### config.mk
export PLATFORM = sky130hd
export DESIGN_NAME = input_pingpong_buffer_flat
export DESIGN_NICKNAME = d
export VERILOG_FILES = /design/src/rtl/input_pingpong_buffer_if.sv /design/src/rtl/input_pingpong_buffer.sv /design/src/flat_wrapper.sv
export SDC_FILE = /design/constraint.sdc
export NUM_CORES = 1
export LEC_CHECK = 0
export ABC_CLOCK_PERIOD_IN_PS = 9500
export CAP_MARGIN = 20
export CORE_ASPECT_RATIO = 0.8
export CORE_UTILIZATION = 28
export DETAILED_ROUTE_END_ITERATION = 10
export GPL_TIMING_DRIVEN = 0
export HOLD_SLACK_MARGIN = 0.08
export SLEW_MARGIN = 20
export SYNTH_ARGS = -nofsm -noshare
export SYNTH_HDL_FRONTEND = slang
export SYNTH_SLANG_ARGS = --single-unit
export TNS_END_PERCENT = 50
### constraint.sdc
create_clock -name clk -period 9.5 [get_ports clk]
set_clock_uncertainty 0.05 [all_clocks]
set_input_delay 0.95 -clock clk [delete_from_list [all_inputs] [get_ports clk]]
set_output_delay 0.95 -clock clk [all_outputs]
set_load 0.03 [all_outputs]
### src/rtl/input_pingpong_buffer_if.sv
// Handshake bundle for input_pingpong_buffer.
// master: producer/consumer side; slave: the buffer itself.
interface input_pingpong_buffer_if #(
  parameter int DATA_WIDTH = 8,
  parameter int ADDR_WIDTH = 4,
  parameter int LANES      = 4
);
  localparam int W = LANES * DATA_WIDTH;

  logic                  wr_valid;
  logic [W-1:0]          wr_data;
  logic                  wr_last;
  logic                  wr_ready;
  logic                  wr_drop;
  logic                  rd_en;
  logic [ADDR_WIDTH-1:0] rd_addr;
  logic [W-1:0]          rd_data;
  logic                  rd_valid;
  logic                  rd_release;
  logic                  rd_ready;
  logic [ADDR_WIDTH:0]   rd_count;

  modport master (
    output wr_valid, wr_data, wr_last, rd_en, rd_addr, rd_release,
    input  wr_ready, wr_drop, rd_data, rd_valid, rd_ready, rd_count
  );

  modport slave (
    input  wr_valid, wr_data, wr_last, rd_en, rd_addr, rd_release,
    output wr_ready, wr_drop, rd_data, rd_valid, rd_ready, rd_count
  );
endinterface

### src/rtl/input_pingpong_buffer.sv
// Double-banked (ping-pong) input staging buffer.
// A producer streams words into the write bank while the consumer randomly
// reads the other bank; ownership moves via commit (wr_last / auto) and release.
// Optional feature: define INBUF_ZERO_PAD_EN to return zeros for reads at or
// beyond the committed word count of the read bank.
module input_pingpong_buffer #(
  parameter int DATA_WIDTH = 8,
  parameter int ADDR_WIDTH = 4,
  parameter int LANES      = 4
) (
  input logic                  clk,
  input logic                  rst,
  input_pingpong_buffer_if.slave bus
);
  localparam int W     = LANES * DATA_WIDTH;
  localparam int DEPTH = 1 << ADDR_WIDTH;

  typedef enum logic [1:0] {
    ST_EMPTY,
    ST_FILL,
    ST_FULL
  } bank_state_t;

  bank_state_t           r_state [2];
  logic [ADDR_WIDTH:0]   r_cnt   [2];
  logic                  r_wb;
  logic                  r_rb;
  logic [ADDR_WIDTH-1:0] r_wptr;
  logic [W-1:0]          r_rd_data;
  logic                  r_rd_valid;
  logic                  r_wr_drop;

  // Both banks live in one array; the bank pointer is the address MSB.
  logic [W-1:0]          r_mem [2*DEPTH];

  logic                  w_wr_ready;
  logic                  w_rd_ready;
  logic [ADDR_WIDTH:0]   w_rd_count;
  logic                  w_wr_acc;
  logic                  w_commit;
  logic                  w_rd_acc;
  logic                  w_release;
  logic                  w_pad;

  // Handshake qualifiers, derived only from registered bank state
  always_comb begin
    w_wr_ready = (r_state[r_wb] != ST_FULL);
    w_rd_ready = (r_state[r_rb] == ST_FULL);
    w_rd_count = w_rd_ready ? r_cnt[r_rb] : '0;
    w_wr_acc   = bus.wr_valid & w_wr_ready;
    w_commit   = w_wr_acc & (bus.wr_last | (&r_wptr));
    w_rd_acc   = bus.rd_en & w_rd_ready;
    w_release  = bus.rd_release & w_rd_ready;
`ifdef INBUF_ZERO_PAD_EN
    w_pad      = ({1'b0, bus.rd_addr} >= w_rd_count);
`else
    w_pad      = 1'b0;
`endif
  end

  assign bus.wr_ready = w_wr_ready;
  assign bus.rd_ready = w_rd_ready;
  assign bus.rd_count = w_rd_count;
  assign bus.rd_data  = r_rd_data;
  assign bus.rd_valid = r_rd_valid;
  assign bus.wr_drop  = r_wr_drop;

  // Storage write port; contents are intentionally not reset
  always_ff @(posedge clk) begin
    if (w_wr_acc && !rst) begin
      r_mem[{r_wb, r_wptr}] <= bus.wr_data;
    end
  end

  // Bank ownership FSM, write pointer, read port and sticky drop flag.
  // Commit and release never qualify on the same bank (FULL vs not FULL),
  // so their per-bank updates cannot collide.
  always_ff @(posedge clk) begin
    if (rst) begin
      for (int unsigned b = 0; b < 2; b++) begin
        r_state[b] <= ST_EMPTY;
        r_cnt[b]   <= '0;
      end
      r_wb       <= 1'b0;
      r_rb       <= 1'b0;
      r_wptr     <= '0;
      r_rd_data  <= '0;
      r_rd_valid <= 1'b0;
      r_wr_drop  <= 1'b0;
    end else begin
      if (w_wr_acc) begin
        r_cnt[r_wb] <= {1'b0, r_wptr} + (ADDR_WIDTH+1)'(1);
        if (w_commit) begin
          r_state[r_wb] <= ST_FULL;
          r_wb          <= ~r_wb;
          r_wptr        <= '0;
        end else begin
          r_state[r_wb] <= ST_FILL;
          r_wptr        <= r_wptr + ADDR_WIDTH'(1);
        end
      end else if (bus.wr_valid) begin
        r_wr_drop <= 1'b1;
      end

      if (w_release) begin
        r_state[r_rb] <= ST_EMPTY;
        r_cnt[r_rb]   <= '0;
        r_rb          <= ~r_rb;
      end

      if (w_rd_acc) begin
        r_rd_valid <= 1'b1;
        r_rd_data  <= w_pad ? '0 : r_mem[{r_rb, bus.rd_addr}];
      end else begin
        r_rd_valid <= 1'b0;
      end
    end
  end
endmodule

### src/flat_wrapper.sv
// flat-port wrapper written by rule: the top's interface ports become plain ports
module input_pingpong_buffer_flat 
#(
  parameter int DATA_WIDTH = 8,
  parameter int ADDR_WIDTH = 4,
  parameter int LANES      = 4
)
  (clk, rst, bus_wr_valid, bus_wr_data, bus_wr_last, bus_rd_en, bus_rd_addr, bus_rd_release, bus_wr_ready, bus_wr_drop, bus_rd_data, bus_rd_valid, bus_rd_ready, bus_rd_count);
  input_pingpong_buffer_if #(.DATA_WIDTH(DATA_WIDTH), .ADDR_WIDTH(ADDR_WIDTH), .LANES(LANES)) bus_i ();
  input logic clk;
  input logic rst;
  input wire logic [$bits(bus_i.wr_valid)-1:0] bus_wr_valid;
  input wire logic [$bits(bus_i.wr_data)-1:0] bus_wr_data;
  input wire logic [$bits(bus_i.wr_last)-1:0] bus_wr_last;
  input wire logic [$bits(bus_i.rd_en)-1:0] bus_rd_en;
  input wire logic [$bits(bus_i.rd_addr)-1:0] bus_rd_addr;
  input wire logic [$bits(bus_i.rd_release)-1:0] bus_rd_release;
  output wire logic [$bits(bus_i.wr_ready)-1:0] bus_wr_ready;
  output wire logic [$bits(bus_i.wr_drop)-1:0] bus_wr_drop;
  output wire logic [$bits(bus_i.rd_data)-1:0] bus_rd_data;
  output wire logic [$bits(bus_i.rd_valid)-1:0] bus_rd_valid;
  output wire logic [$bits(bus_i.rd_ready)-1:0] bus_rd_ready;
  output wire logic [$bits(bus_i.rd_count)-1:0] bus_rd_count;
  assign bus_i.wr_valid = bus_wr_valid;
  assign bus_i.wr_data = bus_wr_data;
  assign bus_i.wr_last = bus_wr_last;
  assign bus_i.rd_en = bus_rd_en;
  assign bus_i.rd_addr = bus_rd_addr;
  assign bus_i.rd_release = bus_rd_release;
  assign bus_wr_ready = bus_i.wr_ready;
  assign bus_wr_drop = bus_i.wr_drop;
  assign bus_rd_data = bus_i.rd_data;
  assign bus_rd_valid = bus_i.rd_valid;
  assign bus_rd_ready = bus_i.rd_ready;
  assign bus_rd_count = bus_i.rd_count;
  input_pingpong_buffer #(.DATA_WIDTH(DATA_WIDTH), .ADDR_WIDTH(ADDR_WIDTH), .LANES(LANES)) u_core (.clk(clk), .rst(rst), .bus(bus_i));
endmodule
==> results.md <==
- Die X: 434.6 um
- Core area: about 150000 um^2
- Warnings from Yosys: 0
- GP Congestion: approximately 0.78
- Vias: around 24000
- Arrival time worst endpoint: 4220 ps
- Crit Path Class: in -> reg
- Outcome: completed
- R2r startpoint: u_core.r_state[1][0]
- Crit-path max FO: 10
- Final period util: 0.4074
- Post-route ant nets: 0
- Worst hold-check path type: reg -> reg
- Fillers: 14020
- Slowest-stage cell, CP: nor3_2
- Storage cell area: 31870 um^2
- Clock Sinks: 1080
- Setup Buffers After CTS: 0
- Synthesized flop and latch total: 1080
- Mapped Avg Cell Area: about 18 um^2
- Reg2Reg Depth: 7
- Met3 Track Usage GR: 0.03456
- Post-cts sizing count: 0
- Layer with the highest usage: met2
- Post-synth cell types: 40
- Synthesized area: ~42000 um^2
- Initial antenna violation count: 6
- Placed Cells incl. Taps: 4511
- Met1 Track Usage GR: 0.2297
- First-pass GRT wire length: between 150 and 200 mm
- Worst Tran Pin Value: 1201 ps
- Max-slew violations: 0
- Post-synth top area share: 0.7336
- Vias per cell: 4.996
- GR Overflow Total: 0
- Port Buf Inserts: 81
- Post-DR wirelength/cell: 27.07 um
- Seq/Total Area, Yosys: 0.7604
- Die height: approximately 350 um
- Final nets: 2678
- Most frequent cells in the layout: 1024 x edfxtp_1, 518 x mux2i_1, 256 x a22oi_1
- Power share of the combinational group: 0.060
- M2 GR Usage: 0.2610
- Hold-fix buffers, CTS: 0
- Cell Rows: 126
- Lkg Pwr: 16.74 nW
- Syn Nets: 2420
- Top delay family on crit path: simple AND/OR/NAND/NOR gates
- R2R Setup Slk: 5880 ps
- Hold Violations, Final: 0
- DR pass1 iterations: 5
- Sw Ratio: 0.2221
- Slew Limit Headroom: 0.1969
- Startpoint types: input port
- CP Buf/Inv Count: 3
- CTS Buffer Depth: 3
- Final setup fails: 0
- Setup_tns: 0 ps
- CTS tree: done
- Cell count after synthesis: around 2400
- Starting density of the core: 0.2831
- Hold Crit Depth: 2
- Int Power: 7.702 mW
- Clk root buf: clkbuf_16
- F_max: 258.4 MHz
- Worst setup EP type: flip-flop
- Hold path startpoint: u_core.bus.wr_drop
- Synth top area cells: edfxtp_1 73%, mux2i_1 12%, a22oi_1 4.6%
- Pwr per Cell Area: 197.7 nW/um^2
- Worst R2R End: u_core.r_mem[14][2]
- CP max stage delay: 740 ps
- Cell Area, Placed: 46850 um^2
- Clock transition at path regs: 60 ps
- Post-Route Hold Slack: 400.2 ps
- Initial DRC Count: 3211
- Cts bufs inserted: 102
- Total GRT Usage: 0.1648
- Layout cells sized above 1: 0.1239
- Vias in the first global route: 22530
- Finished Layout Cells: around 4700
- Net Sw Power: 2.198 mW
- Area Overhead vs Synth: 19.46%
- Worst Path Required: about 9800 ps
- Crit-path most repeated cell: buf_4
- Detailed placer's ending HPWL: between 80 and 90 mm
- Post-route minimum period: 3870 ps
- DRC: 0
- Layout Utilization: 0.3383
- Detailed Route WL: 127.4 mm
- Commonest non-fill, non-tap cell in the layout: edfxtp_1
- Register share of total power: 0.530
- Largest net degree at the start of global routing: 33
- Worst Hold End: u_core.bus.wr_drop
- Peak VDD IR: 0.1590 mV
- Post-synth top area cell: edfxtp_1
- I/O pin cnt: 83
- Final instance area: 50070 um^2
- Max-cap viol count: 0
- Clk pwr share: 0.410
- Number of H-tree levels: 3
- Worst-Skew Late Latency: 700 ps
- Cell-by-cell trace of the critical path: clkdlybuf4s50_1 > nor4b_4 > nand2_1 > nor3_2 > buf_4 > buf_4
- Die Area: 151300 um^2
- Multi-input logic area: 9370 um^2
- Unrepaired setup endpoints after global routing: no
worst max path at each step:
stage / slack, ps / startpoint / endpoint / cells after the start
6_report: 5630 / rst / u_core.r_mem[14][2] / 6
5_1_grt: 5490 / rst / u_core.r_mem[14][2] / 6
4_1_cts: 5650 / rst / u_core.r_mem[14][1] / 6
3_5_place_dp: 4890 / rst / u_core.r_mem[14][1] / 6
3_3_place_gp: 360 / rst / u_core.r_mem[14][1] / 4
2_1_floorplan: 5070 / rst / u_core.r_mem[12][0] / 3
power groups by stage:
stage | combinational [mW] | sequential, mW | clock, mW
6_report | 0.591 | 5.25 | 4.06
2_1_floorplan | 0.283 | 5.36 | 0
5_1_grt | 0.620 | 5.25 | 4.29
3_3_place_gp | 0.574 | 5.35 | 0
4_1_cts | 0.593 | 5.25 | 4.11
3_5_place_dp | 0.591 | 5.35 | 0
cell usage after synthesis (all sizes together):
cell type,n
a21oi,146
and3,2
or3b,8
o21ai,3
nor4b,1
nor3,6
nor2,74
mux2,1
inv,6
nand3b,8
a22oi,256
edfxtp,1024
and3b,1
nand3,10
nor2b,4
nor4,1
mux2i,518
o21a,1
clkbuf,81
dfxtp,56
or4,32
xor2,2
or2,1
or3,2
nand2,18
ha,4
a211oi,32
a32oi,1
buf,65
and2,2
nor3b,3
nand2b,4
xnor2,1
through the flow:
stage | setup slack [ps] | power, mW
after floorplan | 5069 | 5.647
after global placement | 355.6 | 5.928
after detailed placement | 4888 | 5.944
after CTS | 5650 | 9.949
after global routing | 5488 | 10.16
final | 5630 | 9.901
cell families after synthesis:
group	share of synthesized area
AOI/OAI and AO/OA	0.06976
xor gates and xnor gates	0.0006270
adders and majority gates	0.001194
buffers and inverters	0.02128
DFF	0.7604
muxes	0.1240
and+or+nand+nor	0.02281
per-layer routing:
metal / wire length (um) / vias to the layer above
met1: 54660 / 12200
met4: 2806 / 4
met2: 59250 / 1052
met5: 31 / -
met3: 10630 / 185
li1: - / 10060
final cells by class:
class	count	share of cell area
sequential	1080	0.6365
multi-input combinational	1142	0.1871
clock buffer	140	0.05672
tap	1984	0.04958
timing repair buffer	154	0.04308
buffer	146	0.01749
clock inverter	52	0.008971
inverter	6	0.0004998
antenna	1	0.00004998
registers in the layout, indices dropped and copies added, names as in the netlist, 4 cells and up, named ones only:
signal and flops:
u_core.bus.rd_data 32, u_core.r_cnt 10, u_core.r_wptr 4, u_core.r_state 4, u_core.r_mem 1024
worst min-delay path: cells and delay by family, from the launching register on:
kind	cells	cell delay, ps
flip-flops	1	310
buffers and inverters	1	50
AO/OA/AOI/OAI	1	50
No activity file was read; power rests on OpenSTA's default activity.
